==> src/rtl/sync_edge_filter.sv <==
// sync_edge_filter: per-channel flop synchroniser, optional persistence filter, edge detector and
// retriggerable pulse stretcher. Define SYNC_EDGE_FILT_FILTER_EN to enable the FILT_LEN glitch filter.
module sync_edge_filter #(
    parameter int WIDTH    = 4,
    parameter int STAGES   = 2,
    parameter int FILT_LEN = 4,
    parameter int STRETCH  = 3
) (
    input  logic             clk,
    input  logic             rst,
    input  logic [WIDTH-1:0] din,
    output logic [WIDTH-1:0] level,
    output logic [WIDTH-1:0] rise,
    output logic [WIDTH-1:0] fall,
    output logic [WIDTH-1:0] stretch
);
    localparam int SCW = $clog2(STRETCH + 1);
    localparam logic [SCW-1:0] STRETCH_LD = SCW'(STRETCH);

    if (STAGES < 2) begin : g_bad_stages
        $error("sync_edge_filter: STAGES must be >= 2");
    end
    if (WIDTH < 1 || FILT_LEN < 1 || STRETCH < 1) begin : g_bad_params
        $error("sync_edge_filter: WIDTH, FILT_LEN and STRETCH must be >= 1");
    end

    logic [WIDTH-1:0] sync_r [STAGES];
    logic [WIDTH-1:0] sy_s;
    logic [WIDTH-1:0] lvl_nxt_s;
    logic [SCW-1:0]   scnt_r [WIDTH];
    logic [SCW-1:0]   scnt_nxt_s [WIDTH];
    logic [WIDTH-1:0] stretch_nxt_s;

    // synchroniser chain: din is only ever captured by sync_r[0]
    always_ff @(posedge clk or posedge rst) begin
        if (rst) begin
            for (int i = 0; i < STAGES; i++) begin
                sync_r[i] <= '0;
            end
        end else begin
            sync_r[0] <= din;
            for (int i = 1; i < STAGES; i++) begin
                sync_r[i] <= sync_r[i-1];
            end
        end
    end

    assign sy_s = sync_r[STAGES-1];

`ifdef SYNC_EDGE_FILT_FILTER_EN
    localparam int FCW = (FILT_LEN > 1) ? $clog2(FILT_LEN) : 1;
    localparam logic [FCW-1:0] FILT_LAST = FCW'(FILT_LEN - 1);

    logic [FCW-1:0] fcnt_r [WIDTH];
    logic [FCW-1:0] fcnt_nxt_s [WIDTH];

    // a differing synced value is accepted only after FILT_LEN consecutive cycles
    always_comb begin
        lvl_nxt_s = level;
        for (int i = 0; i < WIDTH; i++) begin
            fcnt_nxt_s[i] = '0;
            if (sy_s[i] == level[i]) begin
                fcnt_nxt_s[i] = '0;
            end else if (fcnt_r[i] == FILT_LAST) begin
                lvl_nxt_s[i]  = sy_s[i];
                fcnt_nxt_s[i] = '0;
            end else begin
                fcnt_nxt_s[i] = fcnt_r[i] + 1'b1;
            end
        end
    end

    // persistence counters
    always_ff @(posedge clk or posedge rst) begin
        if (rst) begin
            for (int i = 0; i < WIDTH; i++) begin
                fcnt_r[i] <= '0;
            end
        end else begin
            for (int i = 0; i < WIDTH; i++) begin
                fcnt_r[i] <= fcnt_nxt_s[i];
            end
        end
    end
`else
    // unfiltered: level follows the synchroniser output directly
    always_comb begin
        lvl_nxt_s = sy_s;
    end
`endif

    // stretch counter reloads on every rise, so back-to-back events never leave a gap
    always_comb begin
        stretch_nxt_s = '0;
        for (int i = 0; i < WIDTH; i++) begin
            scnt_nxt_s[i] = '0;
            if (lvl_nxt_s[i] && !level[i]) begin
                scnt_nxt_s[i] = STRETCH_LD;
            end else if (scnt_r[i] != '0) begin
                scnt_nxt_s[i] = scnt_r[i] - 1'b1;
            end else begin
                scnt_nxt_s[i] = '0;
            end
            stretch_nxt_s[i] = (scnt_nxt_s[i] != '0);
        end
    end

    // registered level, edge pulses and stretch state
    always_ff @(posedge clk or posedge rst) begin
        if (rst) begin
            level   <= '0;
            rise    <= '0;
            fall    <= '0;
            stretch <= '0;
            for (int i = 0; i < WIDTH; i++) begin
                scnt_r[i] <= '0;
            end
        end else begin
            level   <= lvl_nxt_s;
            rise    <= lvl_nxt_s & ~level;
            fall    <= ~lvl_nxt_s & level;
            stretch <= stretch_nxt_s;
            for (int i = 0; i < WIDTH; i++) begin
                scnt_r[i] <= scnt_nxt_s[i];
            end
        end
    end

endmodule

==> config.mk <==
export PLATFORM = sky130hd
export DESIGN_NAME = sync_edge_filter
export DESIGN_NICKNAME = d
export VERILOG_FILES = /design/src/rtl/sync_edge_filter.sv
export SDC_FILE = /design/constraint.sdc
export NUM_CORES = 1
export LEC_CHECK = 0
export ABC_CLOCK_PERIOD_IN_PS = 2300
export CORE_UTILIZATION = 45
export DETAILED_ROUTE_END_ITERATION = 16
export HOLD_SLACK_MARGIN = 0.02
export MAX_ROUTING_LAYER = met4
export PLACE_DENSITY = 0.7
export SYNTH_ARGS = -nofsm -noshare
export SYNTH_HDL_FRONTEND = slang
export SYNTH_SLANG_ARGS = --single-unit
==> constraint.sdc <==
create_clock -name clk -period 2.3 [get_ports clk]
set_input_delay 0.46 -clock clk [delete_from_list [all_inputs] [get_ports clk]]
set_output_delay 0.46 -clock clk [all_outputs]
set_load 0.02 [all_outputs]
# Word level (Yosys, flattened, before mapping)

Cells that the tools add are included.

Register bits after elaboration: 32
Output and inout bits: 16

Reductions and logical operators: 16
Add/sub/neg operators: 4
Multiplexer cells: 8
Bitwise logic cells: 4

Operators with widths:

| kind                                              | count |
|---|---|
| two-way mux 2 bit                                 | 8 |
| nonzero test 2 bit                                | 8 |
| bitwise AND 4 bit                                 | 2 |
| NOT 4 bit                                         | 2 |
| subtractor 2 x 1 -> 2 bit (second input constant) | 4 |
| logical AND 1 bit                                 | 4 |
| zero test 1 bit                                   | 4 |

# Longest topological paths before layout

Word-level depth: 4
Mapped depth: 2
Gate-level depth less buffers: 2

# Least setup slack after synthesis

No wires, ideal clock.

Path kind: register to output
Start: register level[0]
End: output level[0]
Path buffers: 0
Data required time: 1.840 ns
Data arrival time: 0.432 ns
Slack: 1.408 ns
Stages on the path, launching flop included: 1
Cell sequence: dfrtp_1

RTL lines:

| what                   | line | text |
|---|---|---|
| start, declared        | 12   | `output logic [WIDTH-1:0] level,` |
| start signal, assigned | 119  | `level <= lvl_nxt_s;` |

No word-level cell between the ends.

# Worst setup path after layout

Start: register level[2]
End: output level[2]

No word-level cell between the ends.

==> results.json <==
{
  "status": "finished, final reports clean",
  "grt_pass1_wl_um": 2210,
  "die_h_um": 48.7,
  "p_total_mw": 1.05,
  "clock_skew_ps": 11.2,
  "hold_path_end": "lvl_nxt_s[0]",
  "max_freq_ghz": 0.565,
  "port-buffer-count": 21,
  "finalSetupViolations": 0,
  "r2r_end": "scnt_r[2]",
  "initial_core_util_pct": 48.9,
  "track_usage_pct": 14.0,
  "power_frac_seq_pct": 59.5,
  "drc": 0,
  "powerDensity_nw_per_um2": 810,
  "holdCritStartpoint": "sync_r[4]",
  "r2r_start": "lvl_nxt_s[2]",
  "n_antenna_cell": 0,
  "vias_per_cell": 4.36,
  "hold_class": "reg2reg",
  "hold_buffers": 0,
  "antenna_found_initial": 0,
  "synthCells": 65,
  "critPathCaptureType": "output port",
  "post_cts.repair.setup_buffers": 0,
  "pre_cts_ws_ps": 892,
  "final.setup.worst_slack_ps": 532,
  "cts_tree": "done",
  "layout-drive-gt1-share_pct": 17.9,
  "startpoint_type": "register",
  "finalCritPeriodShare_pct": 76.9,
  "synth_seq_area_share_pct": 81.7,
  "layout_common_cells": "dfrtp_1 (32), clkdlybuf4s50_1 (21), nand2_1 (12)",
  "synth_top_area_share_pct": 81.7,
  "placed_area_um2": 1230,
  "min_period_ps": 1770,
  "slew_headroom_pct": 74.3,
  "ys_warn_count": 0,
  "total_leakage_power_nw": 0.633,
  "clock_latency_ps": 330,
  "postRouteAntennaNets": 0,
  "wirelength_um": 1170,
  "finalSetupTns_ps": 0,
  "gp_congestion": 0.704,
  "syn_to_final_growth_pct": 31.9,
  "yosysTopAreaCell": "dfrtp_1",
  "synth_area_um2": 980,
  "pwr-share-comb_pct": 10.8,
  "switching_power_uw": 268,
  "slowest_delay_ps": 610,
  "worst_slew_pin_slew_ps": 385,
  "yosys-top-cells-area": "dfrtp_1 (82%), nand2b_4 (5.6%), nand2_1 (4.6%)",
  "htree_levels": 2,
  "grt_max_degree": 23,
  "coreArea_um2": 2000,
  "holdWs_ps": 360,
  "worstSetupPathType": "reg2out",
  "clkTransAtPathRegs_ps": 100,
  "grt_pass1_vias": 528,
  "critical_path_required_ps": 1840,
  "synth_nets": 71,
  "syn-mean-instance-area_um2": 15.1,
  "wire_per_inst_um": 9.62,
  "cts.sinks": 32,
  "ctsResizeCount": 0,
  "finalInstanceArea_um2": 1290,
  "clock-root-buffer": "clkbuf_4",
  "grt-ovfl-total": 0,
  "slew_violations": 0,
  "arrival_ps": 1310,
  "crit_buf_inv": 1,
  "cts_made_buffers": 5,
  "ys_ff_latch": 32,
  "p_int_uw": 779,
  "clockPowerShare_pct": 29.6,
  "crit_chain": "clkdlybuf4s50_1",
  "cts_buffer_depth": 2,
  "ir_drop_mv": 0.530,
  "crit_slowest_cell": "clkdlybuf4s50_1",
  "drtIter0Drc": 6,
  "synth_cell_types": 7,
  "hold_violations": 0,
  "fp.dieArea_um2": 2370,
  "place_hpwl_um": 844,
  "maxCapViolations": 0,
  "nNetsFinal": 100,
  "reg2regPathDepth": 2,
  "via_count": 532,
  "rows": 16,
  "io_pins": 22,
  "chipWidth_um": 48.7,
  "crit_path_max_fanout": 3,
  "r2r_slack_ps": 1590,
  "final_common_cell": "dfrtp_1",
  "grt_setup_unrepaired": "no",
  "p_sw_share_pct": 25.6,
  "critical-path-top-delay-family": "buffers and inverters",
  "dr.pass1.iters": 4,
  "startpoint": "level[2]",
  "whs_path_depth": 0
}
==> cell type report <==
class / instances / area [µm²]
Sequential cell: 32 / 801
Fill cell: 170 / 709
Timing Repair Buffer: 22 / 218
Multi-Input combinational cell: 24 / 145
Clock buffer: 5 / 37.5
Inverter: 9 / 33.8
Tap cell: 27 / 33.8
Clock inverter: 3 / 23.8
==> Yosys cell counts, drive strengths merged <==
master	instances
nand2	12
o21ai	4
dfrtp	32
nand2b	4
nor2b	4
inv	9
==> through the flow <==
stage                     cells  util (%)
after floorplan              65         -
after global placement      114      61.5
final                       122      64.6
after global routing        122      64.6
after detailed placement    114      61.5
after CTS                   122      64.6
==> per-layer routing <==
metal	track usage (%)	part of all wire [%]	up-vias
li1	-	-	251
met1	14.7	42	256
met2	20.4	48	21
met3	6.60	6.5	4
met4	10.3	3.2	0
met5	-	0	-
==> state kept, by name, indices dropped and copies added, names as in the netlist <==
register	count
scnt_r	8
fall	4
level	4
lvl_nxt_s	4
rise	4
stretch	4
sync_r	4
==> power groups by stage <==
stage | registers, mW | logic, mW | clock network (mW)
2_1_floorplan | 0.656 | 0.0362 | 0
3_3_place_gp | 0.633 | 0.113 | 0
3_5_place_dp | 0.635 | 0.115 | 0
4_1_cts | 0.624 | 0.116 | 0.323
5_1_grt | 0.629 | 0.125 | 0.352
6_report | 0.623 | 0.114 | 0.310
==> logic make-up after synthesis <==
| family | count (synthesis) | share of synthesized area, % |
|---|---|---|
| buf+inv | 9 | 3.45 |
| compound gates | 4 | 2.04 |
| simple gates | 20 | 12.8 |
| flops | 32 | 81.7 |
==> worst max-delay path by stage <==
stage / endpoint / cells after the start / slack (ps)
floorplan: fall[0] / 1 / 1150
global placement: level[2] / 1 / 900
detailed placement: level[2] / 1 / 890
CTS: level[2] / 1 / 510
global route: level[3] / 1 / 460
finish: level[2] / 1 / 530
No activity file was read; power rests on OpenSTA's default activity.
